### config.mk
export PLATFORM = sky130hd
export DESIGN_NAME = rv_decode_ctrl
export DESIGN_NICKNAME = d
export VERILOG_FILES = /design/src/rtl/rv_decode_ctrl.sv
export SDC_FILE = /design/constraint.sdc
export NUM_CORES = 1
export LEC_CHECK = 0
export CAP_MARGIN = 20
export CORE_ASPECT_RATIO = 1.75
export CORE_MARGIN = 2
export CORE_UTILIZATION = 45
export CTS_CLUSTER_DIAMETER = 150
export DETAILED_ROUTE_END_ITERATION = 8
export GPL_TIMING_DRIVEN = 0
export PLACE_DENSITY = 0.95
export SLEW_MARGIN = 5
export SYNTH_ARGS = -nofsm -noshare
export SYNTH_HDL_FRONTEND = slang
export SYNTH_SLANG_ARGS = --single-unit
### constraint.sdc
create_clock -name clk -period 4.15 [get_ports clk]
set_input_delay 1.245 -clock clk [delete_from_list [all_inputs] [get_ports clk]]
set_output_delay 1.245 -clock clk [all_outputs]
set_load 0.005 [all_outputs]
### src/rtl/rv_decode_ctrl.sv
// ---------------------------------------------------------------------------
// rv_decode_ctrl
//   Multi-cycle RV32I sequencer/decoder driving the control side of the core
//   ALU. Each instruction walks FETCH -> DECODE -> EXECUTE -> WRITEBACK.
//   Supported: R-type ALU ops, I-type ALU ops, LUI. Any other opcode retires
//   as a no-op with a one-cycle illegal pulse.
//
// Ports
//   clk, rst_n                 clock (rising edge), async active-low reset
//   imem_req/addr/ack/rdata    instruction fetch handshake (addr == pc)
//   rs1_addr, rs2_addr         register file read addresses from instr reg
//   rf_rdata1, rf_rdata2       combinational register file read data
//   alu_a/b/funct3/funct7/
//   alu_instr_type             ALU control, active only during EXECUTE
//   alu_c                      ALU result
//   rf_we/waddr/wdata          register file write port (WRITEBACK pulse)
//   pc                         current program counter
//   illegal                    one-cycle pulse on an unsupported opcode
// ---------------------------------------------------------------------------
module rv_decode_ctrl #(
    parameter logic [31:0] RESET_PC = 32'h0000_0000,
    parameter logic [31:0] PC_STEP  = 32'd4
) (
    input  logic        clk,
    input  logic        rst_n,
    output logic        imem_req,
    output logic [31:0] imem_addr,
    input  logic        imem_ack,
    input  logic [31:0] imem_rdata,
    output logic [4:0]  rs1_addr,
    output logic [4:0]  rs2_addr,
    input  logic [31:0] rf_rdata1,
    input  logic [31:0] rf_rdata2,
    output logic [31:0] alu_a,
    output logic [31:0] alu_b,
    output logic [2:0]  alu_funct3,
    output logic [6:0]  alu_funct7,
    output logic [3:0]  alu_instr_type,
    input  logic [31:0] alu_c,
    output logic        rf_we,
    output logic [4:0]  rf_waddr,
    output logic [31:0] rf_wdata,
    output logic [31:0] pc,
    output logic        illegal
);

    typedef enum logic [1:0] {
        S_FETCH     = 2'd0,
        S_DECODE    = 2'd1,
        S_EXECUTE   = 2'd2,
        S_WRITEBACK = 2'd3
    } state_t;

    // ALU instr_type encoding
    localparam logic [3:0] T_R = 4'd0;
    localparam logic [3:0] T_I = 4'd1;
    localparam logic [3:0] T_U = 4'd4;
    localparam logic [3:0] T_N = 4'd7;

    localparam logic [6:0] OP_R   = 7'b0110011;
    localparam logic [6:0] OP_I   = 7'b0010011;
    localparam logic [6:0] OP_LUI = 7'b0110111;

    state_t      r_state;
    state_t      w_next;
    logic [31:0] r_pc;
    logic [31:0] r_instr;
    logic [3:0]  r_type;
    logic [31:0] r_imm;
    logic        r_b_imm;     // operand b comes from r_imm instead of rs2
    logic        r_legal;
    logic [31:0] r_wb_data;

    logic [3:0]  w_type;
    logic [31:0] w_imm;
    logic        w_b_imm;
    logic        w_legal;
    logic        w_rd_nz;

    // ------------------------------------------------------------------
    // Decode of the instruction register (registered at end of DECODE)
    // ------------------------------------------------------------------
    always_comb begin
        w_type  = T_N;
        w_imm   = 32'd0;
        w_b_imm = 1'b1;       // illegal ops present b=0 via a zero imm
        w_legal = 1'b0;
        case (r_instr[6:0])
            OP_R: begin
                w_type  = T_R;
                w_b_imm = 1'b0;
                w_legal = 1'b1;
            end
            OP_I: begin
                w_type  = T_I;
                w_imm   = {{20{r_instr[31]}}, r_instr[31:20]};
                w_legal = 1'b1;
            end
            OP_LUI: begin
                w_type  = T_U;
                w_imm   = {r_instr[31:12], 12'd0};
                w_legal = 1'b1;
            end
            default: ;
        endcase
    end

    // ------------------------------------------------------------------
    // State register
    // ------------------------------------------------------------------
    always_ff @(posedge clk or negedge rst_n) begin
        if (!rst_n) r_state <= S_FETCH;
        else        r_state <= w_next;
    end

    // ------------------------------------------------------------------
    // Datapath registers
    // ------------------------------------------------------------------
    always_ff @(posedge clk or negedge rst_n) begin
        if (!rst_n) begin
            r_pc      <= RESET_PC;
            r_instr   <= 32'd0;
            r_type    <= T_N;
            r_imm     <= 32'd0;
            r_b_imm   <= 1'b0;
            r_legal   <= 1'b0;
            r_wb_data <= 32'd0;
        end else begin
            case (r_state)
                S_FETCH: begin
                    if (imem_ack) r_instr <= imem_rdata;
                end
                S_DECODE: begin
                    r_type  <= w_type;
                    r_imm   <= w_imm;
                    r_b_imm <= w_b_imm;
                    r_legal <= w_legal;
                end
                S_EXECUTE: begin
                    // LUI bypasses the ALU entirely
                    r_wb_data <= (r_type == T_U) ? r_imm : alu_c;
                end
                S_WRITEBACK: begin
                    r_pc <= r_pc + PC_STEP;
                end
                default: ;
            endcase
        end
    end

    assign w_rd_nz = |r_instr[11:7];

    // ------------------------------------------------------------------
    // Next state and control outputs
    // ------------------------------------------------------------------
    always_comb begin
        w_next         = r_state;
        imem_req       = 1'b0;
        alu_a          = 32'd0;
        alu_b          = 32'd0;
        alu_funct3     = 3'd0;
        alu_funct7     = 7'd0;
        alu_instr_type = T_N;
        rf_we          = 1'b0;
        illegal        = 1'b0;
        case (r_state)
            S_FETCH: begin
                // Gated by rst_n so the request is low while reset is held
                // even though the state register already sits in FETCH.
                imem_req = rst_n;
                if (imem_ack) w_next = S_DECODE;
            end
            S_DECODE: begin
                w_next = S_EXECUTE;
            end
            S_EXECUTE: begin
                alu_a          = rf_rdata1;
                alu_b          = r_b_imm ? r_imm : rf_rdata2;
                alu_funct3     = r_instr[14:12];
                alu_funct7     = r_instr[31:25];
                alu_instr_type = r_type;
                w_next         = S_WRITEBACK;
            end
            S_WRITEBACK: begin
                rf_we   = r_legal & w_rd_nz;
                illegal = ~r_legal;
                w_next  = S_FETCH;
            end
            default: w_next = S_FETCH;
        endcase
    end

    assign imem_addr = r_pc;
    assign pc        = r_pc;
    assign rs1_addr  = r_instr[19:15];
    assign rs2_addr  = r_instr[24:20];
    assign rf_waddr  = r_instr[11:7];
    assign rf_wdata  = r_wb_data;

endmodule

==> qor.csv <==
stage;metric;value;unit
global_route;vias in the first global route;6205;
logic_synthesis;post-synthesis simple-gate area fraction;14.9;%
logic_synthesis;Post-synth top cells;dfrtp_1, mux2i_1, buf_4;
critical_path;cell count of the worst reg-to-reg path;6;
critical_path;CP max stage delay;0.51;ns
clocking;CTS HTree Levels;4;
floorplan;Die Wd;96.9;µm
critical_path;crit path DAT;2.69;ns
worst_hold_path;Hold Crit Start;imem_addr[31]$_DFFE_PN0N_;
timing;final critical path time including I/O delays and setup;3.93;ns
power_and_ir_drop;power per cell area;545;nW/µm²
critical_path;critical path class;flip-flop to primary output;
critical_path;Setup crit end kind;primary output;
timing;RSZ-0062 raised after global routing;false;
logic_synthesis;post-synthesis mux area share;14.9;%
global_route;pin count of the biggest net entering global routing;74;
logic_synthesis;part of the Yosys area used for sequential elements;49.0;%
logic_synthesis;post-synthesis adder-cell area fraction;0.920;%
logic_synthesis;largest family of logic cells by synthesized area;simple AND/OR/NAND/NOR gates;
critical_path;CP max-delay cell;clkdlybuf4s50_1;
logic_synthesis;Synth top area share;47.9;%
critical_path;Critical Path RT;2.90;ns
job;max_cap viols;0;
critical_path;Max FO, Critical Path;10;
logic_synthesis;Synth Area in Compound Gates;7.73;%
logic_synthesis;Cell variety after synth;42;
critical_path;startpoint class of the critical path;flip-flop;
clocking;clock buffer depth;2;
place;placed insts;1124;
timing;Fin Clk Skew;0.00855;ns
timing;Final Hold Fails;0;
logic_synthesis;synthesized area;6800;µm²
logic_synthesis;Post-Synthesis Cells;619;
logic_synthesis;area leader, netlist;dfrtp_1;
power_and_ir_drop;Int Power;4.05;mW
clocking;hold_buf cts;0;
outcome;outcome;finished clean;
power_and_ir_drop;Clk pwr share;25.3;%
logic_synthesis;Synth Flop Type;dfrtp_1;
power_and_ir_drop;Leakage;4.70;nW
floorplan;core area;14800;µm²
clocking;TritonCTS Buffers;17;
drt;initial DRC count;252;
clocking;worst skew pair latency;0.41;ns
timing;setup TNS;0;ns
drt;Routed wire per std cell;19.5;µm
global_route;global-route wire length before repair;34700;µm
clocking;Root Buffer;clkbuf_16;
critical_path;Reg2Reg Setup Slack;1.91;ns
drt;DR DRC count;0;
clocking;CTS tree;yes;
logic_synthesis;flops & latches, synth;133;
finish;# diodes;0;
global_route;GRT Util Overall;27.6;%
critical_path;cells along the critical path;inv_1 > ha_1 > clkbuf_2 > clkbuf_1 > and2_1 > clkdlybuf4s50_1;
finish;Area Overhead vs Synth;59.3;%
finish;share of layout cells above drive strength 1;13.6;%
timing;Rel. slew slack;49.7;%
power_and_ir_drop;register share of total power;34.2;%
logic_synthesis;YS warnings;0;
logic_synthesis;number of synthesized flops with an enable pin;0;
drt;Avg Vias per Cell;5.19;
place;DP Worst Slack;0.236;ns
critical_path;Crit path max-delay family;buffers and inverters;
drt;final WL;22500;µm
timing;share of the clock period used by the worst path;94.8;%
floorplan;die height;167;µm
finish;post-route non-filler standard cell count;1155;
worst_hold_path;Hold Path End;imem_addr[31]$_DFFE_PN0N_;
place;GPL Wtd Cong;0.879;
logic_synthesis;Syn Area/Cell;11.0;µm²
finish;nets@finish;1096;
floorplan;die area;16100;µm²
power_and_ir_drop;Comb pwr share;40.5;%
clocking;setup repair bufs after CTS;0;
drt;Vias;5994;
power_and_ir_drop;Psw;1.85;mW
worst_hold_path;Worst Hold Depth;1;
floorplan;initial core utilization;45.8;%
timing;final setup violation count;0;
drt;Initial DRT Pass Iterations;4;
critical_path;RR Endpoint;imem_addr[31]$_DFFE_PN0N_;
drt;antenna-violating nets left;0;
floorplan;row cnt;59;
power_and_ir_drop;sw frac;31.4;%
logic_synthesis;FFs w/ async S/R, synth;100;%
floorplan;Ports;323;
timing;Setup WS post-layout;0.215;ns
clocking;clock-pin slew on the worst setup and hold paths;0.06;ns
logic_synthesis;top-count cell post-synth;dfrtp_1;
place;hpwl dp;17500;µm
global_route;initial antenna violation count;1;
worst_hold_path;Hold Path Class;flip-flop to flip-flop;
timing;worst slew pin tran;0.754;ns
timing;Peak Freq;254;MHz
critical_path;Critical R2R Launch;r_state[0]$_DFFE_PN0P_;
logic_synthesis;xor and xnor area share after synthesis;3.74;%
global_route;Remaining Overflow, GRT;0;
timing;final max-slew violation count;0;
power_and_ir_drop;Worst IR Drop VDD;0.435;mV
critical_path;Bufs and invs on worst path;4;
clocking;clock sink total;133;
place;I/O Buffers;317;
logic_synthesis;top post-synthesis cells by area;dfrtp_1, mux2i_1, buf_4, mux2_2, and2_1;
[worst max path at each step]
stage | cells past startpoint | to | from
after floorplan | 2 | alu_b[10] | rf_rdata2[10]
after CTS | 5 | alu_b[29] | r_b_imm$_DFFE_PN0N_
after global routing | 6 | alu_a[0] | r_state[0]$_DFFE_PN0P_
after global placement | 3 | imem_req | rst_n
after detailed placement | 6 | alu_funct3[1] | r_state[0]$_DFFE_PN0P_
final | 6 | alu_a[0] | r_state[0]$_DFFE_PN0P_
[power groups by stage]
stage	logic, mW	clock network (mW)	registers [mW]
after floorplan	1.08	0	1.94
after global placement	2.32	0	2.02
after detailed placement	2.40	0	2.04
after CTS	2.41	1.51	2.02
after global routing	2.58	1.57	2.07
final	2.39	1.49	2.02
[placed cells by master (no fill, tap or decap), drive strengths merged, types with 19 or more instances in the layout]
cell and instances:
a21oi 35, a221o 19, and2 44, buf 61, clkbuf 53, clkdlybuf4s50 316
dfrtp 130, mux2 33, mux2i 64, nor2 43, nor2b 33
[worst reg2reg max path, delay by kind of cell, from the launching register on]
kind          cells  cell delay [ns]
simple gates      3             1.01
flops             1             0.39
xor+xnor          1             0.18
buf+inv           1             0.28
fa+ha+maj         1             0.32
[per-layer routing]
metal / wire length (µm) / track usage, % / vias up
li1: - / - / 2758
met4: 495 / 9.00 / 2
met5: 13 / 0 / -
met1: 8100 / 30.1 / 2936
met2: 12600 / 52.2 / 266
met3: 1250 / 5.96 / 32
[final cells by class]
cell class	instances	area, µm²
plain buffers	90	543
clock buffers	22	454
clock inverters	9	129
fillers	1031	4010
inverters	14	52.6
multi-input cells	386	2890
flip-flops and latches	133	3330
well taps	183	229
repair buffers	318	3200
[through the flow]
step           power (mW)  util [%]  cell area [µm²]  hold slack (ns)
2_1_floorplan        3.03         -             6810            0.469
3_3_place_gp         4.34      68.8            10200            0.481
3_5_place_dp         4.43      69.0            10200            0.481
4_1_cts              5.95      73.0            10800            0.496
5_1_grt              6.22      73.0            10800            0.519
6_report             5.91      73.0            10800            0.495
[what timing repair did]
action,CTS,global route
endpoints found under the setup margin,4,1
resized for setup,2,3
endpoints found under the hold margin,0,0
[cells by family (layout without fill, tap and decap cells)]
family / count (synthesis) / count (layout)
and+or+nand+nor: 176 / 176
DFF: 133 / 133
buffers and inverters: 104 / 453
muxes: 97 / 97
AOI/OAI and AO/OA: 74 / 74
xor gates and xnor gates: 29 / 29
adders and majority gates: 5 / 5
other: 1 / 5
[flip-flops by register name (all words and copies together), names as in the netlist]
signal     cells
r_state        2
r_type         3
rf_wdata      32
r_b_imm        1
r_instr       32
r_legal        1
imem_addr     30
r_imm         32
No activity file was read; power rests on OpenSTA's default activity.
